<file path="src/rtl/sync_filter_bank_pkg.sv">
// Helpers for the synchronizer/debounce bank.
// Counter sizing shared by the bank and its channels.
package sync_filter_bank_pkg;

    function automatic int cnt_width(input int n);
        return (n <= 2) ? 1 : $clog2(n);
    endfunction

endpackage

</file>
<file path="src/rtl/sys_structs.sv">
// Shared system structures: clock-domain bundle used across blocks.
// Carries the clock, its enable and a synchronous reset request.
package sys_structs;

    typedef struct packed {
        logic clk;
        logic clk_en;
        logic sync_rst;
    } clk_dom_sain;

endpackage

</file>
<file path="src/rtl/debounce_channel.sv">
// One channel: persistence filter on a synchronized level, plus edge pulses.
// Edge registers exist only with SYNC_FILTER_BANK_EDGE_EN defined.
module debounce_channel
    import sync_filter_bank_pkg::*;
#(
    parameter int   FILTER_CYCLES = 4,
    parameter logic RESET_LEVEL   = 1'b0
) (
    input  logic clk,
    input  logic rst_n,
    input  logic en,
    input  logic raw,
    output logic level,
    output logic rise,
    output logic fall
);
    localparam int CW = cnt_width(FILTER_CYCLES);
    localparam logic [CW-1:0] CNT_MAX = CW'(FILTER_CYCLES - 1);

    logic [CW-1:0] cnt;
    logic          diff;
    logic          fire;

    assign diff = raw ^ level;
    assign fire = en & diff & (cnt == CNT_MAX);

    // Count enabled cycles of disagreement; accept the new level on the last one.
    always_ff @(posedge clk or negedge rst_n) begin
        if (!rst_n) begin
            cnt   <= '0;
            level <= RESET_LEVEL;
        end else if (en) begin
            if (!diff) begin
                cnt <= '0;
            end else if (fire) begin
                cnt   <= '0;
                level <= ~level;
            end else begin
                cnt <= cnt + CW'(1);
            end
        end
    end

`ifdef SYNC_FILTER_BANK_EDGE_EN
    // Pulse for exactly one edge when the level flips; clears regardless of en.
    always_ff @(posedge clk or negedge rst_n) begin
        if (!rst_n) begin
            rise <= 1'b0;
            fall <= 1'b0;
        end else begin
            rise <= fire & raw;
            fall <= fire & ~raw;
        end
    end
`else
    assign rise = 1'b0;
    assign fall = 1'b0;
`endif

endmodule

</file>
<file path="src/rtl/sync_filter_bank.sv">
// Bank of CDC synchronizers each followed by a debounce filter.
// Optional edge pulses: define SYNC_FILTER_BANK_EDGE_EN.
module sync_filter_bank #(
    parameter int                  CHANNELS      = 4,
    parameter int                  SYNC_DEPTH    = 3,
    parameter int                  FILTER_CYCLES = 4,
    parameter logic [CHANNELS-1:0] RESET_VALUE   = '0
) (
    input  sys_structs::clk_dom_sain clk_dom_s_i,
    input  logic                     async_rst_n,
    input  logic [CHANNELS-1:0]      data_i,
    output logic [CHANNELS-1:0]      data_o,
    output logic [CHANNELS-1:0]      rise_o,
    output logic [CHANNELS-1:0]      fall_o
);
    logic                clk;
    logic                clk_en;
    logic                unused_sync_rst;
    logic [CHANNELS-1:0] sync_q [SYNC_DEPTH];

    assign clk             = clk_dom_s_i.clk;
    assign clk_en          = clk_dom_s_i.clk_en;
    assign unused_sync_rst = clk_dom_s_i.sync_rst;

    // Plain flop chain every edge; no logic between stages.
    always_ff @(posedge clk or negedge async_rst_n) begin
        if (!async_rst_n) begin
            for (int s = 0; s < SYNC_DEPTH; s++) begin
                sync_q[s] <= RESET_VALUE;
            end
        end else begin
            sync_q[0] <= data_i;
            for (int s = 1; s < SYNC_DEPTH; s++) begin
                sync_q[s] <= sync_q[s-1];
            end
        end
    end

    for (genvar c = 0; c < CHANNELS; c++) begin : g_ch
        debounce_channel #(
            .FILTER_CYCLES (FILTER_CYCLES),
            .RESET_LEVEL   (RESET_VALUE[c])
        ) u_ch (
            .clk   (clk),
            .rst_n (async_rst_n),
            .en    (clk_en),
            .raw   (sync_q[SYNC_DEPTH-1][c]),
            .level (data_o[c]),
            .rise  (rise_o[c]),
            .fall  (fall_o[c])
        );
    end

endmodule

</file>
<file path="config.mk">
export PLATFORM = sky130hd
export DESIGN_NAME = sync_filter_bank
export DESIGN_NICKNAME = d
export VERILOG_FILES = /design/src/rtl/sync_filter_bank_pkg.sv /design/src/rtl/sys_structs.sv /design/src/rtl/debounce_channel.sv /design/src/rtl/sync_filter_bank.sv
export SDC_FILE = /design/constraint.sdc
export NUM_CORES = 1
export LEC_CHECK = 0
export CORE_MARGIN = 1.5
export CORE_UTILIZATION = 44
export DETAILED_ROUTE_END_ITERATION = 12
export PLACE_DENSITY = 0.82
export SYNTH_ARGS = -nofsm -noshare
export SYNTH_HDL_FRONTEND = slang
export SYNTH_SLANG_ARGS = --single-unit
</file>
<file path="constraint.sdc">
create_clock -name clk_dom_s_i -period 1 [get_ports clk_dom_s_i]
set_input_delay 0.2 -clock clk_dom_s_i [delete_from_list [all_inputs] [get_ports clk_dom_s_i]]
set_output_delay 0.2 -clock clk_dom_s_i [all_outputs]
set_load 0.01 [all_outputs]
</file>
==> results.toml <==
[run_status]
status = "finished with violations"
violations = "setup timing"

[setup_path]
critPathLaunch = "g_ch[0].u_ch.cnt[0]"
cp_cell_sequence = "ha_2 -> or3b_1 -> o22ai_1"
required_ns = 1.23
arrival_ns = 1.37
r2r-start = "g_ch[0].u_ch.cnt[0]"
critPathLaunchType = "register"
critPathMaxFanout = 2
crit_family = "flip-flops"
crit_slowest_cell = "dfrtp_1"
slowest_delay_ns = 0.42
critical_path_class = "reg -> reg"
crit_buf_inv = 0
cp-end-kind = "register"

[power]
cellPowerDensity_mw_per_mm2 = 3040
report.power.total_uw = 3990
ir_worst_vdd_mv = 1.66
power_leakage_uw = 0.000616

[yosys]
yosysWarnings = 0
synthSimpleGateAreaFrac_pct = 6.50
synth-seq-cells = 24
synth_mux_area_share_pct = 4.50
seq_area_frac_synth_pct = 60.0
yosys.cell_types.count = 12
synth_area_mm2 = 0.00100
syn_area_per_cell_um2 = 12.7
synth_compound_area_share_pct = 6.88
synthXorXnorAreaFrac_pct = 3.50
synthAdderAreaFrac_pct = 5.00
synth_top_family_by_area = "buffers and inverters"
netlist_instances = 79

[timing]
setup_ws_ns = -0.137
period_share_pct = 114
slew_violations = 0
grt_setup_unrepaired = "true"
fmax_mhz = 880
finalCriticalPeriod_ns = 1.14
finalHoldViolCount = 0
finalSetupTns_ns = -0.907
setup_viol = 23
finClkSkew_ns = 0.00238

[floorplan]
num_io_pins = 20
die_h_um = 50.7
dieWidth_um = 50.7
core_area_mm2 = 0.00217
die_area_mm2 = 0.00257
rows = 17
start_util_pct = 46.1

[clock_network]
tritoncts = "done"
cts.clk_slew.worst_paths_ns = 0.12
clk_latency_ns = 0.30

[hold_path]
hold_class = "clk -> reg"
min_from = "clk_dom_s_i[1]"

[cells_and_area]
area_growth_pct = 31.0
fin_nets = 111
instances_no_fill = 127
fin_util_pct = 60.4
drive_gt1_share_pct = 45.5
antenna_cells = 0

[drt]
wl_met1_um = 545
antenna_left = 0
drcViolationCount = 0
first_pass_iters = 2
met2WireLength_um = 694
vias_per_cell = 4.64
wl_um = 1370
drt_iter0_drc = 3
wl_met3_um = 71
vias = 589
routedWlPerCell_um = 10.8
top_layer_used = "met4"

[grt]
grt_max_degree = 25
grt.overflow.total = 0
grt_pass1_vias = 738
grt_use_total_pct = 15.0
antenna_found_initial = 0
grt_pass1_wl_um = 2570

[place]
dp_hpwl_um = 902
dpl.cell_count = 114
gp_congestion = 0.677
portBuffers = 9

[run]
maxCapViolCount = 0
[layout make-up]
| cell class | count | area, um^2 |
|---|---|---|
| Sequential cell | 24 | 601 |
| Tap cell | 28 | 35.0 |
| Fill cell | 188 | 858 |
| Clock buffer | 8 | 62.6 |
| Timing Repair Buffer | 19 | 161 |
| Inverter | 8 | 30.0 |
| Multi-Input combinational cell | 40 | 422 |
[per-stage QoR]
stage | hold slack (ns) | cell area, um^2 | setup slack (ns)
floorplan | -0.0956 | 1070 | -0.0714
global placement | 0.0943 | 1130 | -0.0689
detailed placement | 0.0943 | 1130 | -0.0924
CTS | 0.115 | 1240 | -0.138
global route | 0.111 | 1310 | -0.179
finish | 0.112 | 1310 | -0.137
[final timing paths]
check | slack (ns) | endpoint | depth (start not counted)
worst max-delay path | -0.14 | g_ch[0].u_ch.cnt[0] | 3
max in group asynchronous | 0.65 | g_ch[3].u_ch.cnt[0] | 2
worst min register to register | 0.36 | sync_q[3] | 0
worst min-delay path | 0.11 | g_ch[2].u_ch.cnt[0] | 3
min in group asynchronous | 0.22 | g_ch[1].u_ch.cnt[0] | 2
worst max register to register | -0.14 | g_ch[0].u_ch.cnt[0] | 3
[per-layer routing]
| layer | GRT usage, % | vias up |
|---|---|---|
| met1 | 12.1 | 282 |
| li1 | - | 278 |
| met2 | 17.5 | 21 |
| met5 | 0 | - |
| met4 | 23.9 | 0 |
| met3 | 11.9 | 8 |
[Yosys cell counts]
cell type  instances  area share (%)
or3b_1             4             3.5
conb_1             1            0.37
mux2_2             4             4.5
inv_1              8             3.0
dfrtp_1           24              60
o22ai_1            5             3.1
ha_1               4             5.0
nand2_1            8             3.0
buf_2              1            0.50
xnor2_1            4             3.5
buf_4             13             9.7
o22ai_2            3             3.8
[registers in the layout, summed over array words and instances (netlist names)]
signal / cells
sync_q: 12
g_ch.u_ch.cnt: 8
g_ch.u_ch.level: 4
[worst min-delay path: stages]
cell	delay [ns]
clkbuf_4	0.11
clkbuf_4	0.20
o22ai_2	0.08
[repair_timing]
item / in CTS / in global routing
endpoints found under the setup margin: 27 / 30
gates resized for setup: 22 / 8
setup buffers: 5 / 1
hold buffers: 0 / 0
pin swaps: 5 / 0
[power breakdown]
part	switching [uW]	leakage, uW	internal, uW
Sequential	151	0.000292	1210
Clock	764	0.000122	944
Combinational	407	0.000202	519
[placed cells by master, fill, tap and decap left out]
master,instances
ha_2,2
xnor2_4,2
nand2_1,4
ha_4,2
or3b_4,3
or3b_1,1
buf_6,1
clkdlybuf4s50_1,5
buf_4,8
mux2_4,4
xnor2_2,2
buf_2,4
o22ai_1,3
clkbuf_1,1
clkbuf_4,6
inv_1,8
o22ai_2,5
dfrtp_1,24
clkbuf_8,1
conb_1,8
nand2_2,4
buf_12,1
[logic make-up after synthesis]
| group | Yosys count |
|---|---|
| compound gates | 8 |
| xor+xnor | 4 |
| fa+ha+maj | 4 |
| buf+inv | 22 |
| flops | 24 |
| mux | 4 |
| other cells | 1 |
| simple gates | 12 |
No activity file was read; power rests on OpenSTA's default activity.
